[src/rtl/start_fifo_pkg.sv]
// Shared constants and helpers for the multi-channel start-token FIFO.
package start_fifo_pkg;

  localparam int MODE_INDEPENDENT = 0;
  localparam int MODE_BROADCAST   = 1;

  function automatic int clog2(input int v);
    int r;
    r = 0;
    while ((1 << r) < v) r++;
    return r;
  endfunction

  // Occupancy needs one bit more than the address so count==DEPTH is representable.
  function automatic int cnt_w(input int depth);
    return clog2(depth) + 1;
  endfunction

  localparam int DEF_CNT_W = cnt_w(2);

endpackage

[src/rtl/start_fifo_srl_core.sv]
// One SRL start-token FIFO: shift-in storage, occupancy count and registered handshake flags.
module start_fifo_srl_core
  import start_fifo_pkg::*;
#(
  parameter int DATA_WIDTH = 1,
  parameter int DEPTH      = 2,
  parameter int ADDR_WIDTH = 1,
  parameter int AF_LEVEL   = 1
) (
  input  logic                  clk,
  input  logic                  rst_n,
  input  logic                  write,
  input  logic [DATA_WIDTH-1:0] din,
  input  logic                  pop_en,
  output logic                  full_n,
  output logic                  empty_n,
  output logic                  almost_full,
  output logic [ADDR_WIDTH:0]   count,
  output logic [DATA_WIDTH-1:0] dout
);

  localparam int CW = ADDR_WIDTH + 1;

  logic [DEPTH-1:0][DATA_WIDTH-1:0] srl;
  logic [CW-1:0]                    cnt_nxt;
  logic [ADDR_WIDTH-1:0]            head_idx;
  logic                             wr_acc, pop_acc;

  assign wr_acc   = write && full_n;
  assign pop_acc  = pop_en && empty_n;
  assign head_idx = ADDR_WIDTH'(count - 1'b1);
  assign dout     = srl[head_idx];

  // Storage is deliberately unreset; empty_n guards any stale contents.
  always_ff @(posedge clk) begin
    if (wr_acc) srl <= {srl[DEPTH-2:0], din};
  end

  always_comb begin
    cnt_nxt = count;
    if (wr_acc && !pop_acc)      cnt_nxt = count + 1'b1;
    else if (!wr_acc && pop_acc) cnt_nxt = count - 1'b1;
  end

  always_ff @(posedge clk or negedge rst_n) begin
    if (!rst_n) begin
      count       <= '0;
      full_n      <= 1'b1;
      empty_n     <= 1'b0;
      almost_full <= 1'b0;
    end else begin
      count       <= cnt_nxt;
      full_n      <= (cnt_nxt != CW'(DEPTH));
      empty_n     <= (cnt_nxt != '0);
      almost_full <= (cnt_nxt >= CW'(DEPTH - AF_LEVEL));
    end
  end

  a_no_overflow: assert property (@(posedge clk) disable iff (!rst_n) count <= CW'(DEPTH));

endmodule

[src/rtl/start_sync_fifo_mc.sv]
// Multi-channel start-token FIFO: independent per-channel SRLs, or one shared SRL broadcast to all consumers.
module start_sync_fifo_mc
  import start_fifo_pkg::*;
#(
  parameter int DATA_WIDTH = 1,
  parameter int DEPTH      = 2,
  parameter int ADDR_WIDTH = 1,
  parameter int NUM_CH     = 4,
  parameter int MODE       = 0,
  parameter int AF_LEVEL   = 1
) (
  input  logic                           ap_clk,
  input  logic                           ap_rst_n,
  input  logic [NUM_CH-1:0]              if_write,
  input  logic [NUM_CH*DATA_WIDTH-1:0]   if_din,
  output logic [NUM_CH-1:0]              if_full_n,
  input  logic [NUM_CH-1:0]              if_read,
  output logic [NUM_CH*DATA_WIDTH-1:0]   if_dout,
  output logic [NUM_CH-1:0]              if_empty_n,
  output logic [NUM_CH-1:0]              almost_full,
  output logic [NUM_CH*(ADDR_WIDTH+1)-1:0] count
);

  localparam int CW = ADDR_WIDTH + 1;

  a_addr_fits: assert property (@(posedge ap_clk) disable iff (!ap_rst_n) CW >= cnt_w(DEPTH));

  if (MODE == MODE_BROADCAST) begin : g_bcast
    logic                  sh_full_n, sh_empty_n, sh_af, pop_all;
    logic [CW-1:0]         sh_cnt;
    logic [DATA_WIDTH-1:0] sh_dout;
    logic [NUM_CH-1:0]     taken, rd_acc, seen;

    start_fifo_srl_core #(
      .DATA_WIDTH(DATA_WIDTH), .DEPTH(DEPTH), .ADDR_WIDTH(ADDR_WIDTH), .AF_LEVEL(AF_LEVEL)
    ) u_core (
      .clk(ap_clk), .rst_n(ap_rst_n),
      .write(if_write[0]), .din(if_din[DATA_WIDTH-1:0]), .pop_en(pop_all),
      .full_n(sh_full_n), .empty_n(sh_empty_n), .almost_full(sh_af),
      .count(sh_cnt), .dout(sh_dout)
    );

    // A consumer that already took the head is held empty until every consumer has it.
    assign if_empty_n = {NUM_CH{sh_empty_n}} & ~taken;
    assign rd_acc     = if_read & if_empty_n;
    assign seen       = taken | rd_acc;
    assign pop_all    = &seen;

    always_ff @(posedge ap_clk or negedge ap_rst_n) begin
      if (!ap_rst_n)    taken <= '0;
      else if (pop_all) taken <= '0;
      else              taken <= seen;
    end

    assign if_full_n   = {NUM_CH{sh_full_n}};
    assign almost_full = {NUM_CH{sh_af}};
    assign count       = {NUM_CH{sh_cnt}};
    assign if_dout     = {NUM_CH{sh_dout}};

    if (NUM_CH > 1) begin : g_unused
      logic unused_wr;
      assign unused_wr = ^{if_write[NUM_CH-1:1], if_din[NUM_CH*DATA_WIDTH-1:DATA_WIDTH]};
    end
  end else begin : g_indep
    for (genvar c = 0; c < NUM_CH; c++) begin : g_ch
      start_fifo_srl_core #(
        .DATA_WIDTH(DATA_WIDTH), .DEPTH(DEPTH), .ADDR_WIDTH(ADDR_WIDTH), .AF_LEVEL(AF_LEVEL)
      ) u_core (
        .clk(ap_clk), .rst_n(ap_rst_n),
        .write(if_write[c]), .din(if_din[c*DATA_WIDTH +: DATA_WIDTH]), .pop_en(if_read[c]),
        .full_n(if_full_n[c]), .empty_n(if_empty_n[c]), .almost_full(almost_full[c]),
        .count(count[c*CW +: CW]), .dout(if_dout[c*DATA_WIDTH +: DATA_WIDTH])
      );
    end
  end

endmodule

[config.mk]
export PLATFORM = sky130hd
export DESIGN_NAME = start_sync_fifo_mc
export DESIGN_NICKNAME = d
export VERILOG_FILES = /design/src/rtl/start_fifo_pkg.sv /design/src/rtl/start_fifo_srl_core.sv /design/src/rtl/start_sync_fifo_mc.sv
export SDC_FILE = /design/constraint.sdc
export NUM_CORES = 1
export LEC_CHECK = 0
export BUFFER_PORTS_ARGS = -buffer_cell sky130_fd_sc_hd__clkbuf_2
export CAP_MARGIN = 20
export CELL_PAD_IN_SITES_DETAIL_PLACEMENT = 1
export CELL_PAD_IN_SITES_GLOBAL_PLACEMENT = 1
export CORE_ASPECT_RATIO = 0.75
export CORE_MARGIN = 8
export CORE_UTILIZATION = 38
export CTS_CLUSTER_SIZE = 40
export DETAILED_ROUTE_END_ITERATION = 10
export PLACE_DENSITY = 0.82
export SLEW_MARGIN = 20
export SYNTH_ARGS = -nofsm -noshare
export SYNTH_HDL_FRONTEND = slang
export SYNTH_SLANG_ARGS = --single-unit
[constraint.sdc]
create_clock -name ap_clk -period 1.3 [get_ports ap_clk]
set_input_delay 0.195 -clock ap_clk [delete_from_list [all_inputs] [get_ports ap_clk]]
set_output_delay 0.195 -clock ap_clk [all_outputs]
set_load 0.05 [all_outputs]
==> out/metrics.csv, run 1 <==
metric;value;unit
clockBufferDepth;2;
status;finished, violations left;
h-tree-depth;1;
synthTopCellsByCount;buf_4 (16), dfrtp_1 (12), nand2_1 (11), edfxtp_1 (8), nor2_1 (7);
min-delay-start;if_din[0];
synth_top_cell_by_area;dfrtp_1;
min_period;1340;ps
startpoint;g_indep.g_ch[1].u_core.count[0]$_DFF_PN0_;
drtAntennaViolNets;0;
start_util;39.0;%
die_x;82.6;µm
synth-edff-count;8;
relSlewSlack;72.6;%
fp.dieH;66.0;µm
place_congestion;0.751;
worst_ep_arrival_time;1500;ps
fin_crit_sh;103;%
async_flop_share;66.7;%
insertedDiodeCount;0;
synth.area.top_cells;dfrtp_1 (24%), edfxtp_1 (19%), buf_4 (9.5%), dfstp_2 (8.3%), xor2_1 (4.2%);
timing.final.max_slew_violations;0;
grt_max_degree;17;
antenna_found_initial;0;
ios;38;
ys_seq_elements;24;
fillers;378;
vias_per_cell;4.85;
gr-total-overflow;0;
multiInputGateArea;473;µm²
critPathBufInv;1;
synthMuxAreaShare;5.14;%
ctsRootBufferMaster;clkbuf_8;
core;0.00324;mm²
cp_slowest_stage_delay;410;ps
required;1460;ps
routed_wl;2.83;mm
fp.dieArea;0.00545;mm²
worst_pin_slew;410;ps
ys.flop_type;dfrtp_1;
max_cap_violations;0;
crit_family;simple AND/OR/NAND/NOR gates;
yosysSeqAreaShare;51.0;%
rsz0062_at_grt;yes;
fmax;745;MHz
seqCellArea;652;µm²
yosys.area_share.simple;15.8;%
stdcell_count;186;
drt_first_pass_iters;3;
drcViolationCount;0;
path_max_fanout;3;
synth_top_family_by_area;simple AND/OR/NAND/NOR gates;
setup_slack;-42.0;ps
clk_pin_slew_worst_paths;90;ps
worstSetupPathType;reg2reg;
syn_inst;119;
final.setup.tns;-189;ps
hold_viol_final;0;
avgSynthCellArea;10.6;µm²
reg2reg_from;g_indep.g_ch[1].u_core.count[0]$_DFF_PN0_;
syn_area;0.00126;mm²
synth_compound_area_share;8.61;%
startpoint_type;flop;
cp_slowest_cell;dfrtp_2;
areaGrowthSynthToFinish;22.8;%
synth_fp_nets;133;
insertion_delay;260;ps
synth_top_area_share;23.7;%
grt_pass1_wl;4.66;mm
yosysWarnings;0;
setup_viol;6;
grt_pass1_vias;968;
vias;902;
drt_iter0_drc;6;
cts_buffers;3;
skew;2.27;ps
cts.sinks;24;
synth_xor_area_share;6.23;%
crit_path_end_kind;flop;
failed_checks;setup timing;
hold_class;in2reg;
synth-adder-area-share;0;%
tritoncts;done;
wire_per_inst;15.2;µm
drive_gt1_share;48.6;%
numPlacedInstances;179;
nNetsFinal;161;
port_buffers;37;
yosysUniqueCellTypes;32;
synth.most_common_cell;buf_4;
cp_cell_sequence;buf_4 > nand3b_1 > or3_1 > o21ai_1 > a21oi_1;
fp-row-count;18;
grtUsageTotal;11.1;%
dp_hpwl;2.26;mm
-- flip-flops by register name, summed over array words and instances (netlist names) --
register / flops
g_indep.g_ch.u_core.almost_full: 4
g_indep.g_ch.u_core.count: 8
g_indep.g_ch.u_core.full_n: 4
g_indep.g_ch.u_core.srl: 8
-- what timing repair did --
action                     4_1_cts  5_1_grt
gates resized for setup         10       23
hold endpoints to repair        12        0
buffers inserted                 1        1
setup endpoints to repair        6       16
hold buffers                     1        0
pin swaps                        0        1
-- worst register-to-register path: cells and delay by family (launching register included) --
family | cells | cell delay [ps]
buf+inv | 1 | 140
compound gates | 2 | 130
flops | 1 | 410
simple gates | 2 | 560
-- layout make-up --
class                      instances  share of cell area, %
clock buffer                       3                   2.66
clock inverter                     1                   1.93
inverter                           2                  0.483
multi-input combinational         71                   30.4
sequential                        24                   41.9
tap                               40                   3.22
timing repair buffer              45                   19.3
-- through the flow --
step	util, %	hold slack, ps	cell area [µm²]	setup slack (ps)
after floorplan	-	-101	1320	-114
after global placement	42.9	157	1390	81.0
after detailed placement	42.9	146	1390	8.24
after CTS	47.0	94.0	1520	-70.4
after global routing	47.9	91.0	1550	-94.8
final	47.9	99.5	1550	-42.0
-- layout by cell type, fill, tap and decap left out, types with 2 or more instances in the layout --
cell | netlist | layout
nor3b_1 | 2 | 2
nor2_1 | 7 | 7
nor3_1 | 3 | 2
dfrtp_1 | 12 | 7
xor2_1 | 6 | 6
dfrtp_2 | 0 | 5
o21ai_2 | 2 | 2
o21ai_1 | 0 | 2
nand3_1 | 5 | 5
mux2i_1 | 2 | 2
clkbuf_4 | 0 | 4
or3_1 | 2 | 2
clkbuf_2 | 0 | 25
buf_2 | 1 | 3
edfxtp_1 | 8 | 8
or2_4 | 2 | 2
xnor2_1 | 3 | 3
clkbuf_8 | 0 | 3
o22ai_1 | 4 | 4
mux2_4 | 0 | 3
nand2_1 | 11 | 11
dfstp_2 | 4 | 4
a21oi_1 | 3 | 3
buf_4 | 16 | 8
nand2b_1 | 2 | 2
and2_4 | 1 | 2
o21ai_0 | 4 | 2
buf_8 | 0 | 4
-- metal layers --
layer	GRT usage [%]	routed length, µm
met4	2.58	19
met5	0	0
met1	12.8	1140
met3	4.76	222
met2	18.4	1450
-- path summary, 6_finish.rpt --
kind	cells after the start	slack, ps	endpoint
min	1	100	g_indep.g_ch[0].u_core.srl[0]$_DFFE_PP_
max in group asynchronous	2	590	g_indep.g_ch[0].u_core.full_n$_DFF_PN1_
max reg2reg	5	-40	g_indep.g_ch[1].u_core.almost_full$_DFF_PN0_
max	5	-40	g_indep.g_ch[1].u_core.almost_full$_DFF_PN0_
min in group asynchronous	2	390	g_indep.g_ch[0].u_core.almost_full$_DFF_PN0_
min reg2reg	0	460	g_indep.g_ch[1].u_core.srl[1]$_DFFE_PP_
-- kinds of logic after synthesis --
group | after synthesis
AO/OA/AOI/OAI | 17
XOR/XNOR | 9
buffers and inverters | 24
flip-flops | 24
multiplexers | 6
AND/OR/NAND/NOR | 39
Power of run 1 is not shown: default switching activity piles up to over one toggle a cycle in this logic, so the estimate is an artifact.
==> inputs of run 2 (changes only) <==
CORE_MARGIN = 3   (was 8)
GPL_ROUTABILITY_DRIVEN = 0   (was not set)
SETUP_SLACK_MARGIN = 0.2   (was not set)
==> run 2 against run 1 <==
The run still ends with setup timing left. Non-clock buffer count up 22. Worst setup slack worse by 60 ps. Register-to-register slack about the same. Maximum frequency down 4.3%. Largest cell class is now non-clock buffers. Cell count up 11%. Sequential cell count unchanged.
==> out/metrics.csv, run 2 (same netlist as run 1, synthesis figures left out) <==
metric;value;unit;change
min_period;1400;ps;+60.3 ps
reg2reg_from;g_indep.g_ch[1].u_core.count[0]$_DFF_PN0_;;
worst_hold_slack;87.5;ps;-12.0 ps
fillers;260;;-31%
insertion_delay;290;ps;+30 ps
ctsRootBufferMaster;clkbuf_8;;
dpl-instance-area;0.00145;mm²;+4.0%
clockBufferDepth;2;;unchanged
holdPathEnd;g_indep.g_ch[1].u_core.srl[0]$_DFFE_PP_;;
max_cap_violations;0;;unchanged
grtUsageTotal;22.2;%;+11 points
failed_checks;setup timing;;
ir_drop;2.05;mV;
vias_per_cell;5.60;;+15%
h-tree-depth;1;;unchanged
antenna_found_initial;0;;unchanged
min-delay-start;if_din[1];;
final_common_cell;buf_4;;
power_leakage;1.01;nW;
grt_pass1_wl;6.66;mm;+43%
cts.sinks;24;;unchanged
drive_gt1_share;82.7;%;+34 points
fp-row-count;17;;-1
path_max_fanout;2;;-1
fp.dieArea;0.00406;mm²;-25%
crit_path_end_kind;primary output;;
numPlacedInstances;176;;-1.7%
routed_wl;5.37;mm;+90%
worst_ep_arrival_time;1210;ps;-290 ps
powerDensity;3140;mW/mm²;
vias;1153;;+28%
grt_max_degree;17;;unchanged
final_cell_mix;buf_4 (15), buf_8 (14), clkbuf_2 (13), dfrtp_2 (11), buf_6 (11);;
port_buffers;37;;unchanged
core;0.00306;mm²;-5.6%
start_util;41.3;%;+2.3 points
gr-total-overflow;0;;unchanged
drt_iter0_drc;58;;+52
fmax;713;MHz;-4.3%
skew;11.6;ps;+9.32 ps
rrSetupSlack;-40;ps;about the same
hold_depth;1;;unchanged
insertedDiodeCount;0;;unchanged
wire_per_inst;26.1;µm;+72%
areaGrowthSynthToFinish;87.4;%;
ios;38;;unchanged
final.setup.tns;-619;ps;-430 ps
die_x;72.6;µm;-12%
rsz0062_at_grt;yes;;
setup_viol;12;;+6
drtAntennaViolNets;0;;unchanged
drcViolationCount;0;;unchanged
tritoncts;done;;
relSlewSlack;71.8;%;-0.81 points
fin_crit_sh;108;%;+4.6 points
hold_viol_final;0;;unchanged
stdcell_count;206;;+11%
clk_pin_slew_worst_paths;100;ps;about the same
drt_first_pass_iters;4;;+1
nNetsFinal;183;;+14%
ff2ff_path_depth;4;;-1
timing.final.max_slew_violations;0;;unchanged
worstSetupPathType;reg2out;;
worst_pin_slew;423;ps;+12.2 ps
fp.dieH;56.0;µm;-15%
dp_hpwl;2.17;mm;-3.8%
final_area;0.00237;mm²;+53%
startpoint_type;flop;;
required;1110;ps;-350 ps
cts_buffers;3;;unchanged
grt_pass1_vias;1241;;+28%
largestRegisters;g_indep.g_ch.u_core.count (8), g_indep.g_ch.u_core.srl (8);;
status;finished, violations left;;
setup_slack;-102;ps;-60.3 ps
r2r-end;g_indep.g_ch[1].u_core.full_n$_DFF_PN1_;;
hold_class;in2reg;;
[run 2: cell count changes in the layout (fill, tap and decap cells not counted), sizes merged]
cell / previous run / this run
buf: 15 / 43
clkbuf: 32 / 26
[run 2: per-layer routing]
layer | vias to the layer above | global-route usage, % | wire length (µm)
met1 | 579 | 22.7 | 2050
met4 | 0 | 9.47 | 263
met5 | - | 0 | 0
met3 | 23 | 6.86 | 293
li1 | 492 | - | -
met2 | 59 | 40.9 | 2760
[run 2: layout make-up]
cell class	count	area [µm²]	share of cell area, %
flip-flops and latches	24	659	27.8
repair buffers	67	832	35.1
well taps	38	47.5	2.01
clock inverters	1	30.0	1.27
clock buffers	3	41.3	1.74
multi-input cells	71	746	31.5
inverters	2	15.0	0.633
[run 2: repair_timing]
item,4_1_cts,5_1_grt
setup endpoints to repair,42,46
gates resized for setup,99,50
pin swaps,19,13
hold buffers,1,0
setup buffers,17,8
hold endpoints to repair,12,0
[run 2: where the power goes]
| group | internal, mW | switching, mW |
|---|---|---|
| clock | 0.414 | 0.292 |
| combinational | 2.49 | 2.73 |
| sequential | 1.14 | 0.368 |
| total | 4.04 | 3.39 |
[run 2: worst max-delay path: stages (launching register included)]
cell	delay, ps
dfrtp_2	440
mux2_4	320
buf_8	150
[run 2: worst max-delay path by stage]
stage | startpoint | to | slack, ps
after floorplan | g_indep.g_ch[3].u_core.count[0]$_DFF_PN0_ | if_dout[3] | -60
after global placement | g_indep.g_ch[1].u_core.full_n$_DFF_PN1_ | g_indep.g_ch[1].u_core.almost_full$_DFF_PN0_ | 100
after detailed placement | g_indep.g_ch[2].u_core.full_n$_DFF_PN1_ | g_indep.g_ch[2].u_core.almost_full$_DFF_PN0_ | 20
after CTS | g_indep.g_ch[1].u_core.count[0]$_DFF_PN0_ | if_dout[1] | -80
after global routing | g_indep.g_ch[0].u_core.count[0]$_DFF_PN0_ | if_dout[0] | -130
final | g_indep.g_ch[0].u_core.count[0]$_DFF_PN0_ | if_dout[0] | -100
[run 2: per-stage QoR]
step / power (mW) / setup WS, ps / util, %
floorplan: 3.99 / -62.1 / -
global placement: 4.03 / 102 / 47.3
detailed placement: 4.15 / 15.3 / 47.3
CTS: 6.34 / -75.4 / 69.4
global route: 7.68 / -126 / 77.4
finish: 7.44 / -102 / 77.4
No activity file was read; power rests on OpenSTA's default activity.
